`config.mk`:
```
export PLATFORM = sky130hd
export DESIGN_NAME = pwm_deadtime_driver
export DESIGN_NICKNAME = d
export VERILOG_FILES = /design/src/rtl/pwm_deadtime_driver.sv
export SDC_FILE = /design/constraint.sdc
export NUM_CORES = 1
export LEC_CHECK = 0
export ABC_CLOCK_PERIOD_IN_PS = 4330
export CAP_MARGIN = 20
export CORE_MARGIN = 3
export CORE_UTILIZATION = 43
export DETAILED_ROUTE_END_ITERATION = 10
export HOLD_SLACK_MARGIN = 0.08
export PLACE_DENSITY = 0.72
export SKIP_LAST_GASP = 1
export SLEW_MARGIN = 20
export SYNTH_ARGS = -nofsm -noshare
export SYNTH_HDL_FRONTEND = slang
export SYNTH_SLANG_ARGS = --single-unit
```
`constraint.sdc`:
```
create_clock -name sysclk -period 4.33 [get_ports sysclk]
set_clock_uncertainty 0.2 [all_clocks]
set_input_delay 1.0825 -clock sysclk [delete_from_list [all_inputs] [get_ports sysclk]]
set_output_delay 1.0825 -clock sysclk [all_outputs]
set_load 0.03 [all_outputs]
```
`src/rtl/pwm_deadtime_driver.sv`:
```
// Complementary high/low-side PWM driver with dead-band insertion and period-synchronous duty update.
// Optional duty slew limiting (soft start on every enable) is compiled in with PWM_SLEW_LIMIT_EN.
module pwm_deadtime_driver #(
    parameter int WIDTH     = 6,
    parameter int DEAD_TIME = 2,
    parameter int SLEW_STEP = 1
) (
    input  logic             sysclk,
    input  logic             rst,
    input  logic             Enable_SW,
    input  logic [WIDTH-1:0] Duty_Input,
    output logic             PWM_H,
    output logic             PWM_L,
    output logic             Period_Start,
    output logic [WIDTH-1:0] Duty_Active
);

    typedef enum logic [1:0] {
        OFF  = 2'd0,
        HIGH = 2'd1,
        DEAD = 2'd2,
        LOW  = 2'd3
    } state_t;

    localparam logic [WIDTH-1:0] CNT_MAX = '1;
    localparam logic [3:0]       DT_LOAD = (DEAD_TIME > 0) ? 4'(DEAD_TIME - 1) : 4'd0;

    state_t           state_p0;
    state_t           state_nx;
    logic [3:0]       dt_cnt_p0;
    logic [3:0]       dt_cnt_nx;
    logic [WIDTH-1:0] cnt_p0;
    logic [WIDTH-1:0] shadow_p0;
    logic [WIDTH-1:0] next_duty;
    logic             raw;
    logic             pwm_h_p1;
    logic             pwm_l_p1;
    logic             period_start_p1;

`ifdef PWM_SLEW_LIMIT_EN
    localparam logic signed [WIDTH+1:0] STEP_S = (WIDTH + 2)'(SLEW_STEP);
    localparam logic signed [WIDTH+1:0] MAX_S  = (WIDTH + 2)'((1 << WIDTH) - 1);
    localparam logic signed [WIDTH+1:0] ZERO_S = '0;

    // Two guard bits keep current +/- step from wrapping before saturation.
    function automatic logic [WIDTH-1:0] slew_clamp(input logic [WIDTH-1:0] target,
                                                    input logic [WIDTH-1:0] current);
        logic signed [WIDTH+1:0] tgt;
        logic signed [WIDTH+1:0] lo;
        logic signed [WIDTH+1:0] hi;
        tgt = $signed({2'b00, target});
        lo  = $signed({2'b00, current}) - STEP_S;
        hi  = $signed({2'b00, current}) + STEP_S;
        if (lo < ZERO_S) lo = ZERO_S;
        if (hi > MAX_S) hi = MAX_S;
        if (tgt < lo) tgt = lo;
        else if (tgt > hi) tgt = hi;
        return tgt[WIDTH-1:0];
    endfunction

    assign next_duty = slew_clamp(Duty_Input, shadow_p0);
`else
    // SLEW_STEP has no effect without slew limiting.
    localparam int slew_step_unused = SLEW_STEP;

    assign next_duty = Duty_Input;
`endif

    // ---- stage p0: period counter and duty shadow register ----
    always_ff @(posedge sysclk) begin
        if (rst) begin
            cnt_p0          <= '0;
            shadow_p0       <= '0;
            period_start_p1 <= 1'b0;
        end else if (!Enable_SW) begin
            cnt_p0          <= '0;
`ifdef PWM_SLEW_LIMIT_EN
            shadow_p0       <= '0;
`else
            shadow_p0       <= next_duty;
`endif
            period_start_p1 <= 1'b0;
        end else begin
            cnt_p0          <= cnt_p0 + 1'b1;
            if (cnt_p0 == CNT_MAX) shadow_p0 <= next_duty;
            period_start_p1 <= (cnt_p0 == CNT_MAX);
        end
    end

    assign raw = (cnt_p0 < shadow_p0);

    always_comb begin
        state_nx  = state_p0;
        dt_cnt_nx = dt_cnt_p0;
        if (!Enable_SW) begin
            state_nx  = OFF;
            dt_cnt_nx = '0;
        end else begin
            unique case (state_p0)
                OFF: begin
                    if (DEAD_TIME == 0) begin
                        state_nx = raw ? HIGH : LOW;
                    end else begin
                        state_nx  = DEAD;
                        dt_cnt_nx = DT_LOAD;
                    end
                end
                HIGH: begin
                    if (!raw) begin
                        if (DEAD_TIME == 0) begin
                            state_nx = LOW;
                        end else begin
                            state_nx  = DEAD;
                            dt_cnt_nx = DT_LOAD;
                        end
                    end
                end
                LOW: begin
                    if (raw) begin
                        if (DEAD_TIME == 0) begin
                            state_nx = HIGH;
                        end else begin
                            state_nx  = DEAD;
                            dt_cnt_nx = DT_LOAD;
                        end
                    end
                end
                DEAD: begin
                    // Side is chosen at exit, so a pulse shorter than the band may return to the same side.
                    if (dt_cnt_p0 != 4'd0) begin
                        dt_cnt_nx = dt_cnt_p0 - 4'd1;
                    end else begin
                        state_nx = raw ? HIGH : LOW;
                    end
                end
                default: begin
                    state_nx  = OFF;
                    dt_cnt_nx = '0;
                end
            endcase
        end
    end

    always_ff @(posedge sysclk) begin
        if (rst) begin
            state_p0  <= OFF;
            dt_cnt_p0 <= '0;
        end else begin
            state_p0  <= state_nx;
            dt_cnt_p0 <= dt_cnt_nx;
        end
    end

    // ---- stage p1: drive outputs registered from the next state so they track state exactly ----
    always_ff @(posedge sysclk) begin
        if (rst) begin
            pwm_h_p1 <= 1'b0;
            pwm_l_p1 <= 1'b0;
        end else begin
            pwm_h_p1 <= (state_nx == HIGH);
            pwm_l_p1 <= (state_nx == LOW);
        end
    end

    assign PWM_H        = pwm_h_p1;
    assign PWM_L        = pwm_l_p1;
    assign Period_Start = period_start_p1;
    assign Duty_Active  = shadow_p0;

endmodule
```
After elaboration in Yosys (flattened, before gate mapping) --
Cells that the tools add are included. W data, S select, Z words.
Word-level totals: register bits after elaboration 21, latch bits 0, memory bits (writable) 0, bits in read-only memories 0, input bits 9, output and inout port bits 9, memories 0
Cells by class: add/sub/neg operators 2, multipliers 0, div/mod/pow operators 0, $lt $le $gt $ge 1, equal/unequal tests 10, shift operators 0, muxes and demuxes 12, bitwise gates (word level) 1, reductions and logical operators 4
Operators by type and width (number):
- $pmux W4 S4 | 1
- $mux W4 | 3
- $mux W6 | 2
- $mux W2 | 5
- $pmux W2 S4 | 1
- $add A6 B1 Y6 const B | 1
- $eq A2 B2 Y1 const B | 3
- $eq A6 B6 Y1 const B | 1
- $lt A6 B6 Y1 | 1
- $ne A2 B2 Y1 const B | 3
- $eq A2 B1 Y1 const B | 2
- $reduce_bool A4 Y1 | 1
- $sub A4 B1 Y4 const B | 1
- $reduce_and A3 Y1 | 1
- $logic_not A2 Y1 | 1
- $ne A2 B1 Y1 const B | 1
- $reduce_or A2 Y1 | 1
- $not A1 Y1 | 1

Longest topological paths before layout --
depth in word-level cells 6, depth in mapped cells 7, gate-level depth less buffers 7

Worst setup path after synthesis --
Ideal clock, no wire load.
path kind input to register, start point input Enable_SW, end point register dt_cnt_p0[3], data arrival time 2.078 ns, data required time 4.073 ns, slack 1.995 ns, stages on the path 5, path buffers 1, cells stage by stage buf_2 nor2b_1 nand2_1 o41ai_1 a21o_2
Between the ends: cells in the longest elaborated chain, start to end 2
RTL lines:
- from (decl) | RTL line 10 | input logic Enable_SW,
- $not A1 Y1 (no source line)
- $reduce_or A2 Y1 (no source line)
- to (signal assigned) | RTL line 150 | dt_cnt_p0 <= dt_cnt_nx;
- to (decl) | RTL line 30 | logic [3:0] dt_cnt_p0;
Every way passes these cells. A chain may end at the register's enable or synchronous reset.

Worst setup path after layout --
start point register shadow_p0[0], in the netlist Duty_Active[0], end point output Duty_Active[0]
RTL lines:
- from (decl) | RTL line 33 | logic [WIDTH-1:0] shadow_p0;
- from (signal assigned) | RTL line 80 | shadow_p0 <= next_duty;
- from (signal assigned) | RTL line 85 | if (cnt_p0 == CNT_MAX) shadow_p0 <= next_duty;
- to (decl) | RTL line 15 | output logic [WIDTH-1:0] Duty_Active
No word-level cell between the ends.

==> impl_metrics.ini <==
[grt]
grt_pass1_vias = 782
grt_first_pass_wirelength_mm = 3.43
grt_use_total_pct = 16.4
grt_start_max_net_pins = 12
antenna_found_initial = 0
grt_overflow = 0

[die]
dieHeight_um = 55.2
die_area_sq_um = 3040
rows = 17
die_w_um = 55.2
start_util_pct = 46.1
core-area_sq_um = 2250
io_pins = 18

[clock_tree]
cts_root_buf = clkbuf_4
cts-htree-levels = 1
cts.sinks = 21
clk_pin_slew_worst_paths_ps = 110
cts_tree = built
numCtsBuffers = 3
postCtsHoldBufs = 0
clock_latency_ps = 310
clock_path_buffers = 2
postCtsSetupBuffers = 0
cts-resized-gates = 0

[synth]
ys_seq_elements = 21
syn_nets = 138
synth.avg_cell_area_sq_um = 8.59
synth-edff-count = 0
synth_common_cells = dfxtp_1, nand3_1, nor2_1
yosysMostFrequentCell = dfxtp_1
synth_top_cell_area_share_pct = 40.4
syn-cell-area_sq_um = 1040
syn_inst = 121
synthArstFlopShare_pct = 0
synth_top_flop_cell = dfxtp_1
ys_seq_area_share_pct = 40.4
yosys_warnings = 0
ys_types = 33
synth.top_cells.by_area = dfxtp_1, ha_1, nand3_1
yosysTopAreaCell = dfxtp_1

[power_and_ir_drop]
ir_drop_uv = 204
p_total_uw = 361
pwr_density_cell_nw_per_um2 = 288
power_leakage_uw = 0.000506

[finish]
nNetsFinal = 156
utilization_pct = 55.6
multi_input_area_sq_um = 576
drive_gt1_share_pct = 5.80
nFillCells = 223
seq_area_sq_um = 420
instances_no_fill = 166
synthToLayoutAreaGrowth_pct = 20.6
antenna_cells = 0

[critical_path]
cpPeakStageDelay_ps = 710
slowest_stage = clkdlybuf4s50_1
arrival_ps = 1460
critPathTopFamily = buffers and inverters
cp_num_buf_inv = 1
startpoint_type = flop
cp_cell_sequence = clkdlybuf4s50_1
cp_max_fo = 3
required_ps = 3050
cp-end-kind = output port
path_class = flop to output port

[drt]
drc_errors = 0
final_antenna_net_count = 0
first_pass_iters = 4
drt_iter0_drc = 24
wl_per_cell_um = 12.8
num_vias = 860
drt_wl_total_mm = 2.12
vias_per_cell = 5.18

[sta]
layout_min_cycle_time_ps = 2740
maxSlewHeadroom_pct = 71.7
finalSetupViolations = 0
rsz0062_at_grt = no
hold_viol = 0
holdWs_ps = 295
fmax_mhz = 365
fin_crit_sh_pct = 63.3
setup_tns_ps = 0
tightestPinTransition_ps = 420
final_max_slew_viol_count = 0

[placed_design]
gp_congestion = 0.784
hpwl_mm = 1.65
placed_cells = 162
port_buffers = 17

[min_path]
min_path_type = flop to flop

[run]
drv_cap = 0

[run_status]
status = completed
-- state kept, by name, summed over array words and instances, names as in the netlist --
name and flops:
Duty_Active 6, cnt_p0 6, dt_cnt_p0 4, state_p0 2, PWM_H 1, PWM_L 1
Period_Start 1
-- where the power goes --
group	internal [uW]	total [uW]	switching (uW)	leakage, uW
Sequential	200	206	6.97	0.000171
Clock	36.0	94.2	58.2	0.0000150
Combinational	27.5	60.0	32.5	0.000320
-- final timing paths --
kind / startpoint / to / slack, ps / cells after the start
setup reg to reg: Duty_Active[5]$_SDFFE_PP0P_ / state_p0[0]$_SDFF_PP0_ / 2110 / 7
hold reg to reg: Duty_Active[1]$_SDFFE_PP0P_ / Duty_Active[1]$_SDFFE_PP0P_ / 300 / 2
setup / recovery: Duty_Active[0]$_SDFFE_PP0P_ / Duty_Active[0] / 1590 / 1
hold / removal: Duty_Active[1]$_SDFFE_PP0P_ / Duty_Active[1]$_SDFFE_PP0P_ / 300 / 2
-- per-layer routing --
layer	GRT usage (%)	vias up	share of wire, %
li1	-	456	-
met1	21.1	375	47
met2	24.0	23	44
met3	4.29	6	5.5
met4	10.9	0	3.6
met5	0	-	0
-- stage by stage --
stage	worst slack [ps]	area (sq um)
after floorplan	2000	1040
after global placement	1400	1230
after detailed placement	1310	1230
after CTS	1560	1250
after global routing	1380	1250
final	1590	1250
-- cells in the final DEF (no fill, tap or decap), types with 2 or more instances in the layout --
cell type        Yosys  final
and3_1               2      2
nand3_1             13     13
and2_1               3      3
nand2_1             11     11
clkbuf_4             0      3
a21o_2               2      2
nand2b_1             2      2
nor3_1               2      2
clkdlybuf4s50_1      0     17
nor2b_1              3      3
xor2_1               3      3
inv_1                7      7
a21oi_1             10     10
ha_1                 8      8
o2111ai_1            2      2
nor2_1              12     12
dfxtp_1             21     21
-- layout make-up --
cell class / instances / share of cell area, %
multi-input cells: 89 / 45.9
flip-flops and latches: 21 / 33.5
repair buffers: 17 / 13.6
well taps: 28 / 2.79
clock buffers: 4 / 2.10
inverters: 7 / 2.10
-- cell families (layout without fill, tap and decap cells) --
| group | Yosys count | count (layout) | synth area share [%] |
|---|---|---|---|
| DFF | 21 | 21 | 40.4 |
| xor gates and xnor gates | 4 | 4 | 3.37 |
| buffers and inverters | 11 | 28 | 4.21 |
| AOI/OAI and AO/OA | 23 | 23 | 15.9 |
| and+or+nand+nor | 54 | 54 | 26.5 |
| adders and majority gates | 8 | 8 | 9.63 |
Note: power is estimated with default switching activity, not from simulation.
